**src/rtl/calc.sv**
```systemverilog
// -----------------------------------------------------------------------------
// calc : six-digit decimal keypad calculator (add / subtract)
//
// Takes key codes from an upstream keyboard decoder, one key per rising edge
// of data_ready, and drives six BCD digits to the 7-segment display driver.
//
// Ports
//   CLK        in   1  system clock, all state updates on the rising edge
//   RST_N      in   1  asynchronous active-low reset
//   data_ready in   1  key-valid strobe, a key is taken on its 0->1 transition
//   hex_data   in   8  key code, sampled on the clock that sees the edge
//   Dig0..Dig5 out  4  displayed value in BCD, Dig0 = units ... Dig5 = 10^5
//
// Key codes: 0x00-0x09 digits, 0x1E '+', 0x1F '-', 0x0C '=', 0x12 clear.
// Any other code is ignored.
// -----------------------------------------------------------------------------
module calc (
    input  logic       CLK,
    input  logic       RST_N,
    input  logic       data_ready,
    input  logic [7:0] hex_data,
    output logic [3:0] Dig0,
    output logic [3:0] Dig1,
    output logic [3:0] Dig2,
    output logic [3:0] Dig3,
    output logic [3:0] Dig4,
    output logic [3:0] Dig5
);

    typedef enum logic [1:0] {
        ENTRY_A = 2'd0,
        ENTRY_B = 2'd1,
        RESULT  = 2'd2
    } state_t;

    state_t      state;
    logic [23:0] a_bcd;
    logic [23:0] b_bcd;
    logic [23:0] disp;
    logic        op_sub;
    logic        data_ready_q;

    logic        key_evt;
    logic        is_digit;
    logic        is_plus;
    logic        is_minus;
    logic        is_eq;
    logic        is_clear;
    logic [3:0]  digit;
    logic [23:0] result;

    // Six BCD digits -> binary (max 999999 fits in 20 bits).
    function automatic logic [19:0] bcd_to_bin(input logic [23:0] v);
        logic [19:0] r;
        r = '0;
        for (int i = 5; i >= 0; i--) begin
            r = r * 20'd10 + {16'd0, v[i*4 +: 4]};
        end
        return r;
    endfunction

    // Binary (< 1,000,000) -> six BCD digits, shift-and-add-3.
    function automatic logic [23:0] bin_to_bcd(input logic [19:0] v);
        logic [23:0] bcd;
        bcd = '0;
        for (int i = 19; i >= 0; i--) begin
            for (int d = 0; d < 6; d++) begin
                if (bcd[d*4 +: 4] >= 4'd5) begin
                    bcd[d*4 +: 4] = bcd[d*4 +: 4] + 4'd3;
                end
            end
            bcd = {bcd[22:0], v[i]};
        end
        return bcd;
    endfunction

    // A op B. The add keeps one extra carry bit so that the modulo-1,000,000
    // wrap is exact even for 999999 + 999999.
    function automatic logic [23:0] apply_op(input logic [23:0] a,
                                             input logic [23:0] b,
                                             input logic        sub);
        logic [19:0] ab;
        logic [19:0] bb;
        logic [19:0] res;
        logic [20:0] sum;
        ab  = bcd_to_bin(a);
        bb  = bcd_to_bin(b);
        sum = {1'b0, ab} + {1'b0, bb};
        if (sub) begin
            res = (ab >= bb) ? (ab - bb) : 20'd0;
        end else begin
            if (sum >= 21'd1000000) begin
                sum = sum - 21'd1000000;
            end
            res = sum[19:0];
        end
        return bin_to_bcd(res);
    endfunction

    // Digit entry is a BCD left shift; once the top digit is significant
    // the operand is full and further digits are dropped.
    function automatic logic [23:0] shift_in(input logic [23:0] v,
                                             input logic [3:0]  d);
        return (v[23:20] != 4'd0) ? v : {v[19:0], d};
    endfunction

    assign key_evt  = data_ready & ~data_ready_q;
    assign is_digit = (hex_data <= 8'h09);
    assign is_plus  = (hex_data == 8'h1E);
    assign is_minus = (hex_data == 8'h1F);
    assign is_eq    = (hex_data == 8'h0C);
    assign is_clear = (hex_data == 8'h12);
    assign digit    = hex_data[3:0];
    assign result   = apply_op(a_bcd, b_bcd, op_sub);

    // data_ready_q resets to 1 so a strobe already high at reset release
    // must fall and rise again before it counts as a key.
    always_ff @(posedge CLK or negedge RST_N) begin
        if (!RST_N) begin
            data_ready_q <= 1'b1;
            state        <= ENTRY_A;
            a_bcd        <= '0;
            b_bcd        <= '0;
            disp         <= '0;
            op_sub       <= 1'b0;
        end else begin
            data_ready_q <= data_ready;
            if (key_evt) begin
                if (is_clear) begin
                    state  <= ENTRY_A;
                    a_bcd  <= '0;
                    b_bcd  <= '0;
                    disp   <= '0;
                    op_sub <= 1'b0;
                end else if (is_digit) begin
                    case (state)
                        ENTRY_A: begin
                            a_bcd <= shift_in(a_bcd, digit);
                            disp  <= shift_in(a_bcd, digit);
                        end
                        ENTRY_B: begin
                            b_bcd <= shift_in(b_bcd, digit);
                            disp  <= shift_in(b_bcd, digit);
                        end
                        RESULT: begin
                            a_bcd <= {20'd0, digit};
                            disp  <= {20'd0, digit};
                            state <= ENTRY_A;
                        end
                        default: state <= ENTRY_A;
                    endcase
                end else if (is_plus || is_minus) begin
                    // In ENTRY_B an operator chains: fold the pending
                    // operation into A before latching the new operator.
                    if (state == ENTRY_B) begin
                        a_bcd <= result;
                        disp  <= result;
                    end
                    op_sub <= is_minus;
                    b_bcd  <= '0;
                    state  <= ENTRY_B;
                end else if (is_eq) begin
                    // '=' in RESULT repeats the last operation with the same B.
                    if (state != ENTRY_A) begin
                        a_bcd <= result;
                        disp  <= result;
                        state <= RESULT;
                    end
                end
            end
        end
    end

    assign Dig0 = disp[3:0];
    assign Dig1 = disp[7:4];
    assign Dig2 = disp[11:8];
    assign Dig3 = disp[15:12];
    assign Dig4 = disp[19:16];
    assign Dig5 = disp[23:20];

endmodule

```
**config.mk**
```make
export PLATFORM = sky130hd
export DESIGN_NAME = calc
export DESIGN_NICKNAME = d
export VERILOG_FILES = /design/src/rtl/calc.sv
export SDC_FILE = /design/constraint.sdc
export NUM_CORES = 1
export LEC_CHECK = 0
export CAP_MARGIN = 20
export CELL_PAD_IN_SITES_DETAIL_PLACEMENT = 1
export CELL_PAD_IN_SITES_GLOBAL_PLACEMENT = 2
export CORE_MARGIN = 4
export CORE_UTILIZATION = 40
export CTS_BUF_LIST = sky130_fd_sc_hd__clkbuf_8
export CTS_CLUSTER_DIAMETER = 50
export CTS_CLUSTER_SIZE = 14
export DETAILED_ROUTE_END_ITERATION = 10
export PLACE_DENSITY_LB_ADDON = 0.1
export SETUP_SLACK_MARGIN = 0.05
export SLEW_MARGIN = 20
export SYNTH_ARGS = -nofsm -noshare
export SYNTH_HDL_FRONTEND = slang
export SYNTH_SLANG_ARGS = --single-unit
```
**constraint.sdc**
```tcl
create_clock -name CLK -period 29.1 [get_ports CLK]
set_input_delay 4.365 -clock CLK [delete_from_list [all_inputs] [get_ports CLK]]
set_output_delay 4.365 -clock CLK [all_outputs]
set_load 0.03 [all_outputs]
```
==> metrics.log <==
INFO  metric run_status = finished clean
INFO  metric final-hold-violation-count = 0
INFO  metric synth_area_leaders = sky130_fd_sc_hd__ha_1 (18%), sky130_fd_sc_hd__dfrtp_1 (8.0%), sky130_fd_sc_hd__xnor2_1 (6.3%)
INFO  metric clockRootBuffer = sky130_fd_sc_hd__clkbuf_8
INFO  metric total_negative_setup_slacks = 0 ns
INFO  metric fin_worst_skew = 0.00875 ns
INFO  metric setup-violations-final = 0
INFO  metric buffer_ports.inserted = 34
INFO  metric hold_slack = 0.489 ns
INFO  metric synth_compound_gate_area_share = 0.317
INFO  metric floorplan_core_area = 58,000 um^2
INFO  metric max_freq = 36.7 MHz
INFO  metric worst_skew_pair.late_latency = 0.38 ns
INFO  metric grt_overflow = 0
INFO  metric ant_nets = 0
INFO  metric final.period_utilization = 0.937
INFO  metric clkTransAtPathRegs = 0.08 ns
INFO  metric mostFrequentLayoutCell = sky130_fd_sc_hd__ha_1
INFO  metric cap_violations = 0
INFO  metric critical-path-max-stage-delay = 0.55 ns
INFO  metric netlist.top_cell.by_area = sky130_fd_sc_hd__ha_1
INFO  metric synth.mux.area_fraction = 0.0504
INFO  metric setup.worst_path.start_class = flop
INFO  metric worstSetupEndpointType = flop
INFO  metric synth_seq_cells = 76
INFO  metric first_global_vias = 23,655
INFO  metric slowest_stage = sky130_fd_sc_hd__or4_1
INFO  metric synth-seq-area-share = 0.0807
INFO  metric largest_net_degree_at_the_start_of_global_routing = 77
INFO  metric netlist_area = 23,600 um^2
INFO  metric chipWidth = 251 um
INFO  metric path_class = flop to flop
INFO  metric yosysWarningCount = 0
INFO  metric cts.path.max_buffers = 2
INFO  metric io-pin-count = 35
INFO  metric post_synth_and_or_nand_nor_area_fraction = 0.186
INFO  metric hold-path-cell-count = 2
INFO  metric largest_family_of_logic_cells_by_synthesized_area = compound AO/OA/AOI/OAI gates
INFO  metric worstHoldPathType = flop to flop
INFO  metric timing.critical_path.fanout_max = 14
INFO  metric worst_pin_slew = 1.25 ns
INFO  metric drt_iter0_markers = 1,009
INFO  metric ys_dominant_reg_cell = sky130_fd_sc_hd__dfrtp_1
INFO  metric grt_pass1_wl = 121 mm
INFO  metric finalCriticalPeriod = 27.26 ns
INFO  metric worst-endpoint-required = 29.35 ns
INFO  metric filler_cells_inserted = 7,140
INFO  metric row_count = 88
INFO  metric starting_utilization_of_the_core_area = 0.406
INFO  metric fp.dieArea = 62,900 um^2
INFO  metric synth_cells = 3,060
INFO  metric drive_gt1_frac = 0.100
INFO  metric worst_r2r_path_depth = 113
INFO  metric cts-htree-levels = 3
INFO  metric via_count = 23,227
INFO  metric viasPerCell = 6.07
INFO  metric relSlewSlack = 0.162
INFO  metric tritoncts = yes
INFO  metric initial_antenna_violation_count = 0
INFO  metric antenna_cells = 0
INFO  metric layout_common_cells = sky130_fd_sc_hd__ha_1 (338), sky130_fd_sc_hd__inv_1 (260), sky130_fd_sc_hd__nor2_1 (208)
INFO  metric routed_length_per_placed_instance = 19.4 um
INFO  metric drc = 0
INFO  metric gp_congestion = 0.889
INFO  metric synth-edff-count = 0
INFO  metric routed_wirelength = 74.1 mm
INFO  metric arrival = 27.51 ns
INFO  metric timing.critical_path.mode_cell = sky130_fd_sc_hd__ha_1
INFO  metric post_synth_xor_area_fraction = 0.102
INFO  metric max_transition_viols_final = 0
INFO  metric synth_async_sr_flop_share = 1.00
INFO  metric dp_hpwl = 61.0 mm
INFO  metric clock-sinks = 76
INFO  metric design.final.nets = 3,437
INFO  metric area_delta_synth_final = 8.29%
INFO  metric mean_instance_size_in_the_synthesized_netlist = 7.70 um^2
INFO  metric die_h = 251 um
INFO  metric synth_cell_type_count = 131
INFO  metric synthAdderAreaFrac = 0.202
INFO  metric grt.total_usage = 0.223
INFO  metric cts_made_buffers = 9
INFO  metric post-synth-top-area-fraction = 0.184
INFO  metric detailedRoute.firstPassIterationCount = 5
## timing repair
action                                 CTS  global route
pin swaps                                0            11
setup endpoints to repair               28            46
gates resized for setup                  8            98
hold buffers                             0             0
setup buffers                            0            18
endpoints found under the hold margin    0             0
cloned                                   0             0
## sequential cells by signal (all words and copies together), names as in the netlist
| signal | flops |
|---|---|
| a_bcd | 24 |
| disp | 24 |
| b_bcd | 24 |
| state | 2 |
| data_ready_q | 1 |
| op_sub | 1 |
## logic make-up (layout without fill, tap and decap cells)
| logic type | count (synthesis) | in the layout |
|---|---|---|
| compound gates | 1021 | 1021 |
| xor+xnor | 267 | 267 |
| fa+ha+maj | 368 | 368 |
| buf+inv | 366 | 368 |
| flops | 76 | 76 |
| mux | 110 | 110 |
| other cells | 1 | 2 |
| simple gates | 851 | 851 |
## worst max-delay path, delay by kind of cell (launching register included)
kind	cells	cell delay [ns]
AOI/OAI and AO/OA	36	8.17
DFF	1	0.47
buffers and inverters	11	1.01
xor gates and xnor gates	13	3.24
muxes	5	1.37
and+or+nand+nor	25	6.01
adders and majority gates	23	6.80
## final timing paths
check                           from        end  slack (ns)
setup reg to reg           a_bcd[21]   disp[18]        1.84
setup / recovery           a_bcd[21]   disp[18]        1.84
min in group asynchronous      RST_N   disp[16]        4.12
max in group asynchronous      RST_N  b_bcd[23]       24.22
hold reg to reg              disp[8]    disp[8]        0.49
hold / removal               disp[8]    disp[8]        0.49
## synth_stat cells, types with 43 or more instances
cell type,number
sky130_fd_sc_hd__nand2_1,154
sky130_fd_sc_hd__o21ai_0,109
sky130_fd_sc_hd__nor3_1,70
sky130_fd_sc_hd__xor2_1,88
sky130_fd_sc_hd__inv_1,260
sky130_fd_sc_hd__mux2i_1,74
sky130_fd_sc_hd__dfrtp_1,75
sky130_fd_sc_hd__a21oi_1,217
sky130_fd_sc_hd__nor2_1,215
sky130_fd_sc_hd__clkbuf_1,48
sky130_fd_sc_hd__o211ai_1,43
sky130_fd_sc_hd__and3_1,45
sky130_fd_sc_hd__nand3_1,90
sky130_fd_sc_hd__a21o_1,73
sky130_fd_sc_hd__ha_1,346
sky130_fd_sc_hd__o21bai_1,68
sky130_fd_sc_hd__xnor2_1,170
## layout make-up
| type | instances | area [um^2] | share of cell area |
|---|---|---|---|
| tap | 765 | 957 | 0.0375 |
| clock inverter | 7 | 73.8 | 0.00289 |
| timing repair buffer | 67 | 586 | 0.0229 |
| sequential | 76 | 1910 | 0.0746 |
| clock buffer | 9 | 124 | 0.00485 |
| inverter | 285 | 1070 | 0.0421 |
| multi-input combinational | 2619 | 20800 | 0.815 |
## metal layers
layer | vias up | global-route usage | share of wire
li1 | 11391 | - | -
met1 | 11401 | 0.290 | 0.46
met2 | 330 | 0.401 | 0.49
met3 | 105 | 0.0129 | 0.022
met4 | 0 | 0.0599 | 0.030
met5 | - | 0 | 0
## metrics by stage
step / utilization / setup slack, ns / cell area [um^2] / instances
6_report: 0.440 / 1.84 / 25500 / 3828
5_1_grt: 0.440 / -0.112 / 25500 / 3828
4_1_cts: 0.429 / 0.153 / 24900 / 3810
3_5_place_dp: 0.425 / -0.499 / 24600 / 3794
3_3_place_gp: 0.425 / 0.0669 / 24600 / 3794
2_1_floorplan: - / 4.58 / 23600 / 3061
Power is left out: the tool's default activity adds up to more than one toggle a clock period on the data nets, which glitch-free logic cannot reach.
